`config.mk`:
```
export PLATFORM = sky130hd
export DESIGN_NAME = crossbar_nxm
export DESIGN_NICKNAME = d
export VERILOG_FILES = /design/src/rtl/crossbar_pkg.sv /design/src/rtl/crossbar_out_buf.sv /design/src/rtl/crossbar_nxm.sv
export SDC_FILE = /design/constraint.sdc
export NUM_CORES = 1
export LEC_CHECK = 0
export ABC_AREA = 1
export BUFFER_PORTS_ARGS = -buffer_cell sky130_fd_sc_hd__buf_2
export CAP_MARGIN = 10
export CORE_MARGIN = 2
export CORE_UTILIZATION = 28
export DETAILED_ROUTE_END_ITERATION = 10
export PLACE_DENSITY = 0.77
export REMOVE_ABC_BUFFERS = 1
export SYNTH_ARGS = -nofsm -noshare
export SYNTH_HDL_FRONTEND = slang
export SYNTH_SLANG_ARGS = --single-unit
```
`constraint.sdc`:
```
create_clock -name clk -period 0.9 [get_ports clk]
set_input_delay 0.09 -clock clk [delete_from_list [all_inputs] [get_ports clk]]
set_output_delay 0.09 -clock clk [all_outputs]
set_load 0.1 [all_outputs]
```
`src/rtl/crossbar_pkg.sv`:
```
// Shared types and helpers for the N x M packet crossbar: select-width
// function, the per-output control field {en, sel} and its extraction helper.
package crossbar_pkg;

  localparam int MAX_SEL_W = 8;

  typedef struct packed {
    logic                 en;
    logic [MAX_SEL_W-1:0] sel;
  } ctrl_field_t;

  function automatic int sel_width(input int n_inputs);
    return (n_inputs > 1) ? $clog2(n_inputs) : 1;
  endfunction

  // raw holds one output's field right-aligned: enable at bit sel_w, select below it.
  function automatic ctrl_field_t get_field(input logic [MAX_SEL_W:0] raw, input int sel_w);
    ctrl_field_t f;
    f.en  = raw[sel_w];
    f.sel = '0;
    for (int b = 0; b < MAX_SEL_W; b++) begin
      if (b < sel_w) f.sel[b] = raw[b];
    end
    return f;
  endfunction

endpackage

```
`src/rtl/crossbar_out_buf.sv`:
```
// One-entry val/rdy pipe buffer: a full flag plus data register, accepting a
// new entry in the same cycle the held entry is dequeued.
module crossbar_out_buf #(
  parameter int BIT_WIDTH = 32
) (
  input  logic                 clk,
  input  logic                 reset,
  input  logic                 enq_val,
  output logic                 enq_rdy,
  input  logic [BIT_WIDTH-1:0] enq_msg,
  output logic                 deq_val,
  input  logic                 deq_rdy,
  output logic [BIT_WIDTH-1:0] deq_msg,
  output logic                 full
);

  logic                 full_q;
  logic [BIT_WIDTH-1:0] data_q;

  assign enq_rdy = !full_q || deq_rdy;

  always_ff @(posedge clk) begin
    if (reset) begin
      full_q <= 1'b0;
      data_q <= '0;
    end else if (enq_val && enq_rdy) begin
      full_q <= 1'b1;
      data_q <= enq_msg;
    end else if (deq_rdy) begin
      full_q <= 1'b0;
    end
  end

  assign deq_val = full_q;
  assign deq_msg = data_q;
  assign full    = full_q;

endmodule

```
`src/rtl/crossbar_nxm.sv`:
```
// N-input x M-output packet crossbar routed by a stored control word.
// Define CROSSBAR_OUT_BUF_EN for a registered one-entry buffer on every output.
module crossbar_nxm
  import crossbar_pkg::*;
#(
  parameter int BIT_WIDTH = 32,
  parameter int N_INPUTS  = 2,
  parameter int N_OUTPUTS = 2,
  localparam int SEL_W    = sel_width(N_INPUTS),
  localparam int CTRL_W   = N_OUTPUTS * (SEL_W + 1)
) (
  input  logic                           clk,
  input  logic                           reset,
  input  logic [BIT_WIDTH*N_INPUTS-1:0]  recv_msg,
  input  logic [N_INPUTS-1:0]            recv_val,
  output logic [N_INPUTS-1:0]            recv_rdy,
  output logic [BIT_WIDTH*N_OUTPUTS-1:0] send_msg,
  output logic [N_OUTPUTS-1:0]           send_val,
  input  logic [N_OUTPUTS-1:0]           send_rdy,
  input  logic [CTRL_W-1:0]              control,
  input  logic                           control_val,
  output logic                           control_rdy
);

  // Handshakes: a transfer happens on a channel in a cycle where val && rdy.
  // An input is ready only when every enabled output selecting it can accept,
  // so a fanned-out message reaches all of its outputs in the same cycle.

  logic [CTRL_W-1:0]    ctrl_q;
  logic [MAX_SEL_W:0]   raw   [N_OUTPUTS];
  ctrl_field_t          fld   [N_OUTPUTS];
  logic [N_OUTPUTS-1:0] out_en;
  logic [N_OUTPUTS-1:0] out_rdy;
  logic [N_OUTPUTS-1:0] enq_val;
  logic [BIT_WIDTH-1:0] enq_msg [N_OUTPUTS];
  logic [N_INPUTS-1:0]  fire;
  logic                 any_sel;
  logic                 all_rdy;

  always_ff @(posedge clk) begin
    if (reset) ctrl_q <= '0;
    else if (control_val && control_rdy) ctrl_q <= control;
  end

  // Out-of-range selects fold into the disabled case.
  always_comb begin
    for (int o = 0; o < N_OUTPUTS; o++) begin
      raw[o]         = '0;
      raw[o][SEL_W:0] = ctrl_q[o*(SEL_W+1) +: SEL_W+1];
      fld[o]         = get_field(raw[o], SEL_W);
      out_en[o]      = fld[o].en && (int'(fld[o].sel) < N_INPUTS);
    end
  end

  always_comb begin
    recv_rdy = '0;
    any_sel  = 1'b0;
    all_rdy  = 1'b1;
    for (int i = 0; i < N_INPUTS; i++) begin
      any_sel = 1'b0;
      all_rdy = 1'b1;
      for (int o = 0; o < N_OUTPUTS; o++) begin
        if (out_en[o] && int'(fld[o].sel) == i) begin
          any_sel = 1'b1;
          all_rdy = all_rdy && out_rdy[o];
        end
      end
      recv_rdy[i] = any_sel && all_rdy;
    end
  end

  assign fire = recv_val & recv_rdy;

  always_comb begin
    for (int o = 0; o < N_OUTPUTS; o++) begin
      enq_val[o] = 1'b0;
      enq_msg[o] = '0;
      for (int i = 0; i < N_INPUTS; i++) begin
        if (out_en[o] && int'(fld[o].sel) == i) begin
          enq_val[o] = fire[i];
          enq_msg[o] = recv_msg[i*BIT_WIDTH +: BIT_WIDTH];
        end
      end
    end
  end

`ifdef CROSSBAR_OUT_BUF_EN
  logic [N_OUTPUTS-1:0] buf_full;

  for (genvar o = 0; o < N_OUTPUTS; o++) begin : g_buf
    crossbar_out_buf #(.BIT_WIDTH(BIT_WIDTH)) u_buf (
      .clk     (clk),
      .reset   (reset),
      .enq_val (enq_val[o]),
      .enq_rdy (out_rdy[o]),
      .enq_msg (enq_msg[o]),
      .deq_val (send_val[o]),
      .deq_rdy (send_rdy[o]),
      .deq_msg (send_msg[o*BIT_WIDTH +: BIT_WIDTH]),
      .full    (buf_full[o])
    );
  end

  // Routing may only change once no buffered message could be misattributed.
  assign control_rdy = ~|buf_full;
`else
  assign out_rdy     = send_rdy;
  assign send_val    = enq_val;
  assign control_rdy = 1'b1;

  for (genvar o = 0; o < N_OUTPUTS; o++) begin : g_pass
    assign send_msg[o*BIT_WIDTH +: BIT_WIDTH] = enq_msg[o];
  end
`endif

endmodule
```
==> impl_metrics.toml, run 1 <==
[run_status]
stop_error = "[ERROR DPL-0038] Utilization greater than 100%, impossible to legalize"
stop_stage = "clock tree synthesis"
status = "stopped before the end"

[yosys]
yosysWarnings = 0
synth_edf_count = 0
synth.area.top_cells = "o22ai_1, inv_1, dfxtp_1"
yosys.area.top_type_share_pct = 37.04
synth_flop_cell = "dfxtp_1"
ys_top_cells_by_count = "inv_1, o22ai_1, nand2_1, buf_6"
synth_top_area_cell = "o22ai_1"
yosysMostFrequentCell = "inv_1"
async_flop_share_pct = 0
syn_inst = 184
ys_seq_elements = 4
synth_area_per_cell_um2 = 5.692
syn_area_um2 = 1047
ys_seq_area_share_pct = 7.646
synth_cell_types = 20

[placed_design]
place_congestion = 0.8394
io_buffers = 142
post-dp-hpwl_um = 4908
place_area_um2 = 2883
pre_cts_ws_ns = -0.4291

[floorplan]
dieWidth_um = 65.16
fp.dieH_um = 65.16
num_io_pins = 144
start_util_pct = 28.82
row_count = 22

[clock_network]
cts_num_sinks = 4
htree_num_levels = 1
cts_buffer_depth = 2
post-cts-setup-buffers = 1
cts_resized = 112
numCtsBuffers = 3
ctsRootBufferMaster = "clkbuf_8"
holdBufCountCts = 0
## metrics by stage
stage                     instances  hold WS [ns]
after floorplan                 171        0.1591
after global placement          373        0.2933
after detailed placement        373        0.3024
## kinds of logic after synthesis
group                  synth area share [%]
other                                0.3581
and+or+nand+nor                       12.66
DFF                                   7.647
buffers and inverters                 37.51
AOI/OAI and AO/OA                     41.82
==> inputs of run 2 (changes only) <==
--- a/config.mk
+++ b/config.mk
@@ -9,9 +9,9 @@
 export BUFFER_PORTS_ARGS = -buffer_cell sky130_fd_sc_hd__buf_2
 export CAP_MARGIN = 10
 export CORE_MARGIN = 2
-export CORE_UTILIZATION = 28
+export CORE_UTILIZATION = 25
 export DETAILED_ROUTE_END_ITERATION = 10
-export PLACE_DENSITY = 0.77
+export PLACE_DENSITY_LB_ADDON = 0.15
 export REMOVE_ABC_BUFFERS = 1
 export SYNTH_ARGS = -nofsm -noshare
 export SYNTH_HDL_FRONTEND = slang
==> constraint.sdc (replaced) <==
create_clock -name clk -period 1.2 [get_ports clk]
set_input_delay 0.12 -clock clk [delete_from_list [all_inputs] [get_ports clk]]
set_output_delay 0.12 -clock clk [all_outputs]
set_load 0.1 [all_outputs]
==> run 2 against run 1 <==
Effect of this change: the flow now finishes, with violations (setup timing); area after synthesis stayed put; synthesized cell count stayed put.
==> impl_metrics.toml, run 2 <==
[critical_path]
reg2reg_slack_ns = 0.16
required_ns = 1.08
cp_max_fo = 6
reg2reg_depth = 3
path_delay_family = "buffers and inverters"
rr_endpoint = "ctrl_q[0]"
path_buf_inv = 3
cpPeakStageDelay_ns = 0.40
cpMostUsedCell = "buf_12"
cp-startpoint = "ctrl_q[1]"
worstReg2RegStart = "ctrl_q[0]"
end_kind = "output port"
cp-start-kind = "flop"
critPathKind = "reg -> out"
cp_cell_sequence = "nand2_8, buf_12, inv_1, nand4_1, nand2_1, buf_12"
critPathSlowestCell = "dfxtp_4"
cp.arrival_ns = 1.48

[yosys]
syn_inst = 184
ys_seq_area_share_pct = 7.646
synth_flop_cell = "dfxtp_1"
async_flop_share_pct = 0
yosysMostFrequentCell = "inv_1"
synth.area.top_cells = "o22ai_1, inv_1, dfxtp_1"
synth_area_per_cell_um2 = 5.692
yosysWarnings = 0
ys_seq_elements = 4
synth_cell_types = 20
synth_top_area_cell = "o22ai_1"
syn_area_um2 = 1047
synth_edf_count = 0
ys_top_cells_by_count = "inv_1, o22ai_1, nand2_1, buf_6"
yosys.area.top_type_share_pct = 37.04

[cells_and_area]
postLayoutCellArea_um2 = 3882
drive_gt1_share_pct = 74.48
reg_top3 = "ctrl_q (4)"
layout_common_cells = "buf_2, buf_12, inv_1"
regMostFlops = "ctrl_q"
n_fill_cell = 73
syn2layout_area_growth_pct = 270.7
ff_latch_area_um2 = 90.09
finalNetCount = 414
multiInputGateArea_um2 = 1320
finalNonFillerCells = 388
largest_reg_flops = 4

[floorplan]
die_area_um2 = 4722
num_io_pins = 144
start_util_pct = 25.99
dieWidth_um = 68.72
row_count = 23
fp.dieH_um = 68.72
coreArea_um2 = 4029

[power_and_ir_drop]
leakage_nw = 1.759
vdd_drop_max_mv = 0.7806
p_per_area_nw_per_um2 = 686.6

[clock_network]
cts_buffer_depth = 2
numCtsBuffers = 3
clk_pin_slew_worst_paths_ns = 0.03
clkLatencyLatePin_ns = 0.22
cts_num_sinks = 4
ctsRootBufferMaster = "clkbuf_8"
htree_num_levels = 1
cts_tree = "built"

[drt]
vias = 2268
routed_via_density = 5.845
postRouteAntennaNets = 0
wl_met3_um = 822
top_layer = "met4"
wl_met1_um = 3159
wl_per_cell_um = 26.04
dr.pass1.iters = 4
drc = 0
drt-total-wl_um = 10100
wl_met2_um = 5343
first_iter_violations = 154

[sta]
finClkSkew_ns = 0
fin_crit_ns = 1.605
min_period_over_period_pct = 133.7
grt_setup_unrepaired = "true"
hold_violations = 0
fmax_mhz = 623.2
setup_ws_ns = -0.4046
drv_slew = 0
finalSetupViolCount = 68

[run_status]
violations = "setup timing"
status = "complete, but fails checks"

[placed_design]
place_congestion = 0.7556
place_inst = 378
io_buffers = 142
place_area_um2 = 2883
post-dp-hpwl_um = 4226

[grt]
antenna_found_initial = 1
grt_pass1_vias = 2024
grt_max_degree = 20
grt_pass1_wl_um = 9646
grt_use_total_pct = 26.72
grt.overflow.total = 0

[worst_hold_path]
hp-class = "in -> reg"
min_delay_path_depth = 2
hold_start = "reset"
min_to = "ctrl_q[1]"

[job]
max-cap-violations = 0
-- run 2: final cells by class --
cell class / instances / share of cell area [%]
repair buffers: 163 / 53.82
multi-input cells: 95 / 34.00
inverters: 72 / 7.122
flip-flops and latches: 4 / 2.320
well taps: 50 / 1.611
clock buffers: 3 / 1.063
diodes: 1 / 0.06445
-- run 2: where the power goes --
group	leakage, nW	total [mW]	switching, mW	internal (mW)
clock network	0.0216	0.277	0.0640	0.213
logic	1.70	2.23	1.45	0.782
registers	0.0350	0.161	0.0185	0.142
-- run 2: worst max-delay path by stage --
stage                              end  slack, ns  depth (start not counted)
after floorplan            send_msg[0]      -1.17                          2
after global placement    send_msg[52]      -0.09                          4
after detailed placement  send_msg[36]      -0.17                          6
after CTS                 send_msg[22]      -0.27                          4
after global routing       send_val[0]      -0.43                          7
final                      send_val[0]      -0.40                          6
-- run 2: kinds of logic (layout without fill, tap and decap cells) --
family,Yosys count,in the layout,synth area share (%)
buffers and inverters,85,238,37.51
AO/OA/AOI/OAI,68,68,41.82
other,1,2,0.3581
flip-flops,4,4,7.647
AND/OR/NAND/NOR,26,26,12.66
-- run 2: per-layer routing --
metal  GRT usage (%)  up-vias
li1                -      928
met3           6.006       69
met4           5.882        0
met5               0        -
met2           54.69      186
met1           26.85     1085
-- run 2: per-stage QoR --
stage | setup WS, ns | util [%] | TNS [ns] | hold slack [ns] | total power, mW
floorplan | -1.166 | - | -74.95 | 0.1891 | 1.214
global placement | -0.09124 | 71.55 | -2.568 | 0.3256 | 1.945
detailed placement | -0.1653 | 71.55 | -4.575 | 0.3314 | 1.958
CTS | -0.2704 | 88.79 | -13.49 | 0.09799 | 2.452
global route | -0.4282 | 96.37 | -19.61 | 0.1181 | 2.733
finish | -0.4046 | 96.37 | -17.67 | 0.1253 | 2.666
-- run 2: timing repair --
action                                  in CTS  in global routing
hold buffers                                 0                  0
cloned                                       1                  4
setup buffers                                1                  0
pin swaps                                    1                  3
endpoints found under the hold margin        0                  0
gates resized for setup                    108                 33
endpoints found under the setup margin      68                 68
Note: power is estimated with default switching activity, not from simulation.
==> inputs of run 3 (changes only) <==
--- a/config.mk
+++ b/config.mk
@@ -5,7 +5,6 @@
 export SDC_FILE = /design/constraint.sdc
 export NUM_CORES = 1
 export LEC_CHECK = 0
-export ABC_AREA = 1
 export BUFFER_PORTS_ARGS = -buffer_cell sky130_fd_sc_hd__buf_2
 export CAP_MARGIN = 10
 export CORE_MARGIN = 2
==> run 3 against run 2 <==
Effect of this change: the run still ends with setup timing left; flip-flop and latch count is the same; routed wire length shrank 42%; first-iteration DRC count shrank 87%; core utilization shrank 30 points; final cell count grew 2.3%; clock power is essentially flat; worst setup slack lost 0.091 ns; critical path type unchanged; largest power group unchanged.
==> impl_metrics.toml, run 3 <==
[run_status]
status = "complete, but fails checks"
violations = "setup timing"

[drt]
first_iter_violations = 20
vias = 1837
postRouteAntennaNets = 0
routed_via_density = 4.627
wl_per_cell_um = 14.73
drt-total-wl_um = 5846
drc = 0
dr.pass1.iters = 4

[critical_path]
end_kind = "output port"
critPathKind = "reg -> out"
cp_max_fo = 2
required_ns = 1.08
critPathSlowestCell = "or4b_1"
cp.arrival_ns = 1.58
cpPeakStageDelay_ns = 0.48
cp_cell_sequence = "and3b_1, or4b_1, o41ai_2, buf_4, buf_12"
cp-start-kind = "flop"

[clock_network]
ctsRootBufferMaster = "clkbuf_8"
cts_num_sinks = 4
cts_buffer_depth = 2
clk_pin_slew_worst_paths_ns = 0.03
numCtsBuffers = 3
cts_tree = "built"
clkLatencyLatePin_ns = 0.21
holdBufCountCts = 0
htree_num_levels = 1

[yosys]
async_flop_share_pct = 0
ys_seq_elements = 4
yosysWarnings = 0
synth_edf_count = 0
yosys.area.top_type_share_pct = 50.18
syn_inst = 175
synth_cell_types = 18
synth.area.top_cells = "mux2i_1, nor2b_1, dfxtp_1"
syn_area_um2 = 1376
ys_seq_area_share_pct = 5.818
yosysMostFrequentCell = "mux2i_1"
synth_top_area_cell = "mux2i_1"
synth_area_per_cell_um2 = 7.865
ys_top_cells_by_count = "mux2i_1, nor2b_1, clkbuf_1, nor2_1"
synth_flop_cell = "dfxtp_1"

[floorplan]
fp.dieH_um = 78.20
num_io_pins = 144
row_count = 27
coreArea_um2 = 5405
start_util_pct = 25.46
die_area_um2 = 6114
dieWidth_um = 78.20

[sta]
hold_violations = 0
drv_slew = 0
grt_setup_unrepaired = "true"
fin_crit_ns = 1.696
finClkSkew_ns = 0
holdWs_ns = 0.1063
setup_ws_ns = -0.4956
finalSetupViolCount = 68
fin_tns_setup_ns = -20.39
min_period_over_period_pct = 141.3
fmax_mhz = 589.8

[grt]
grt.overflow.total = 0
grt_pass1_vias = 1926
grt_max_degree = 29
antenna_found_initial = 0
grt_pass1_wl_um = 9087
grt_use_total_pct = 18.65

[cells_and_area]
layout_common_cells = "buf_2, buf_12, mux2i_1"
regMostFlops = "ctrl_q"
antenna_cells = 0
ff_latch_area_um2 = 87.58
finalNetCount = 402
n_fill_cell = 416
final_common_cell = "buf_2"
multiInputGateArea_um2 = 1303
largest_reg_flops = 4
reg_top3 = "ctrl_q (4)"
utilization_pct = 65.90
postLayoutCellArea_um2 = 3562
drive_gt1_share_pct = 63.38
syn2layout_area_growth_pct = 158.8

[worst_hold_path]
hp-class = "in -> reg"

[power_and_ir_drop]
p_clk_share_pct = 12.2
comb_power_share_pct = 81.1
swShare_pct = 51.96
p_per_area_nw_per_um2 = 636.8
switchingPower_mw = 1.179
power_frac_seq_pct = 6.7
intPower_mw = 1.090
leakage_nw = 1.523
vdd_drop_max_mv = 0.4064

[placed_design]
pre_cts_ws_ns = -0.3198
place_area_um2 = 3284
post-dp-hpwl_um = 4614
place_congestion = 0.7570
io_buffers = 142

[job]
max-cap-violations = 0
[run 3: cell count changes after synthesis, moves of 4 or more]
| cell | change |
|---|---|
| nor2_1 | +4 |
| nand2_2 | -4 |
| buf_6 | -5 |
| mux2i_1 | +69 |
| nand4_1 | -4 |
| nor2b_1 | +65 |
| nand2_1 | -9 |
| clkbuf_1 | +7 |
| inv_1 | -68 |
| o22ai_1 | -62 |
[run 3: final cells by class]
| type | count | share of cell area (%) |
|---|---|---|
| Timing Repair Buffer | 164 | 57.08 |
| Clock buffer | 3 | 1.159 |
| Multi-Input combinational cell | 152 | 36.56 |
| Inverter | 2 | 0.2107 |
| Tap cell | 72 | 2.529 |
| Sequential cell | 4 | 2.459 |
[run 3: timing repair]
action,4_1_cts,5_1_grt
endpoints found under the setup margin,68,69
setup buffers,1,0
gates cloned,3,0
pin swaps,2,2
gates resized for setup,18,31
[run 3: worst paths after layout]
| path | startpoint | end | slack, ns | cells after the start |
|---|---|---|---|---|
| min reg2reg | ctrl_q[3] | ctrl_q[3] | 0.74 | 3 |
| max reg2reg | ctrl_q[2] | ctrl_q[2] | 0.10 | 4 |
| min | reset | ctrl_q[0] | 0.11 | 2 |
| max | ctrl_q[2] | send_val[0] | -0.50 | 5 |
[run 3: metal layers]
metal	global-route usage (%)	up-vias	part of all wire, %
met5	0	-	0
met4	4.211	0	0.58
met3	5.057	4	7.3
met2	37.33	64	56
met1	18.95	865	36
li1	-	904	-
[run 3: cell families after synthesis]
group                  Yosys count  share of synthesized area, %
flip-flops                       4                         5.818
AO/OA/AOI/OAI                    3                         1.728
buffers and inverters           19                         7.001
multiplexers                    69                         50.18
other                            1                        0.2725
AND/OR/NAND/NOR                 79                         35.00
[run 3: through the flow]
step	power [mW]	instances
2_1_floorplan	1.185	158
3_3_place_gp	1.888	390
3_5_place_dp	1.905	390
4_1_cts	2.253	397
5_1_grt	2.362	397
6_report	2.268	397
[run 3: power groups by stage]
stage                     combinational, mW  sequential (mW)  clock, mW
after floorplan                       0.974            0.211          0
after CTS                              1.82            0.151      0.284
after detailed placement               1.75            0.152          0
final                                  1.84            0.152      0.277
after global placement                 1.74            0.151          0
after global routing                   1.91            0.154      0.301
[run 3: critical path: cells and delay by family, from the launching register on]
family / cells / cell delay, ns
DFF: 1 / 0.31
buffers and inverters: 2 / 0.33
and+or+nand+nor: 2 / 0.66
AOI/OAI and AO/OA: 1 / 0.06
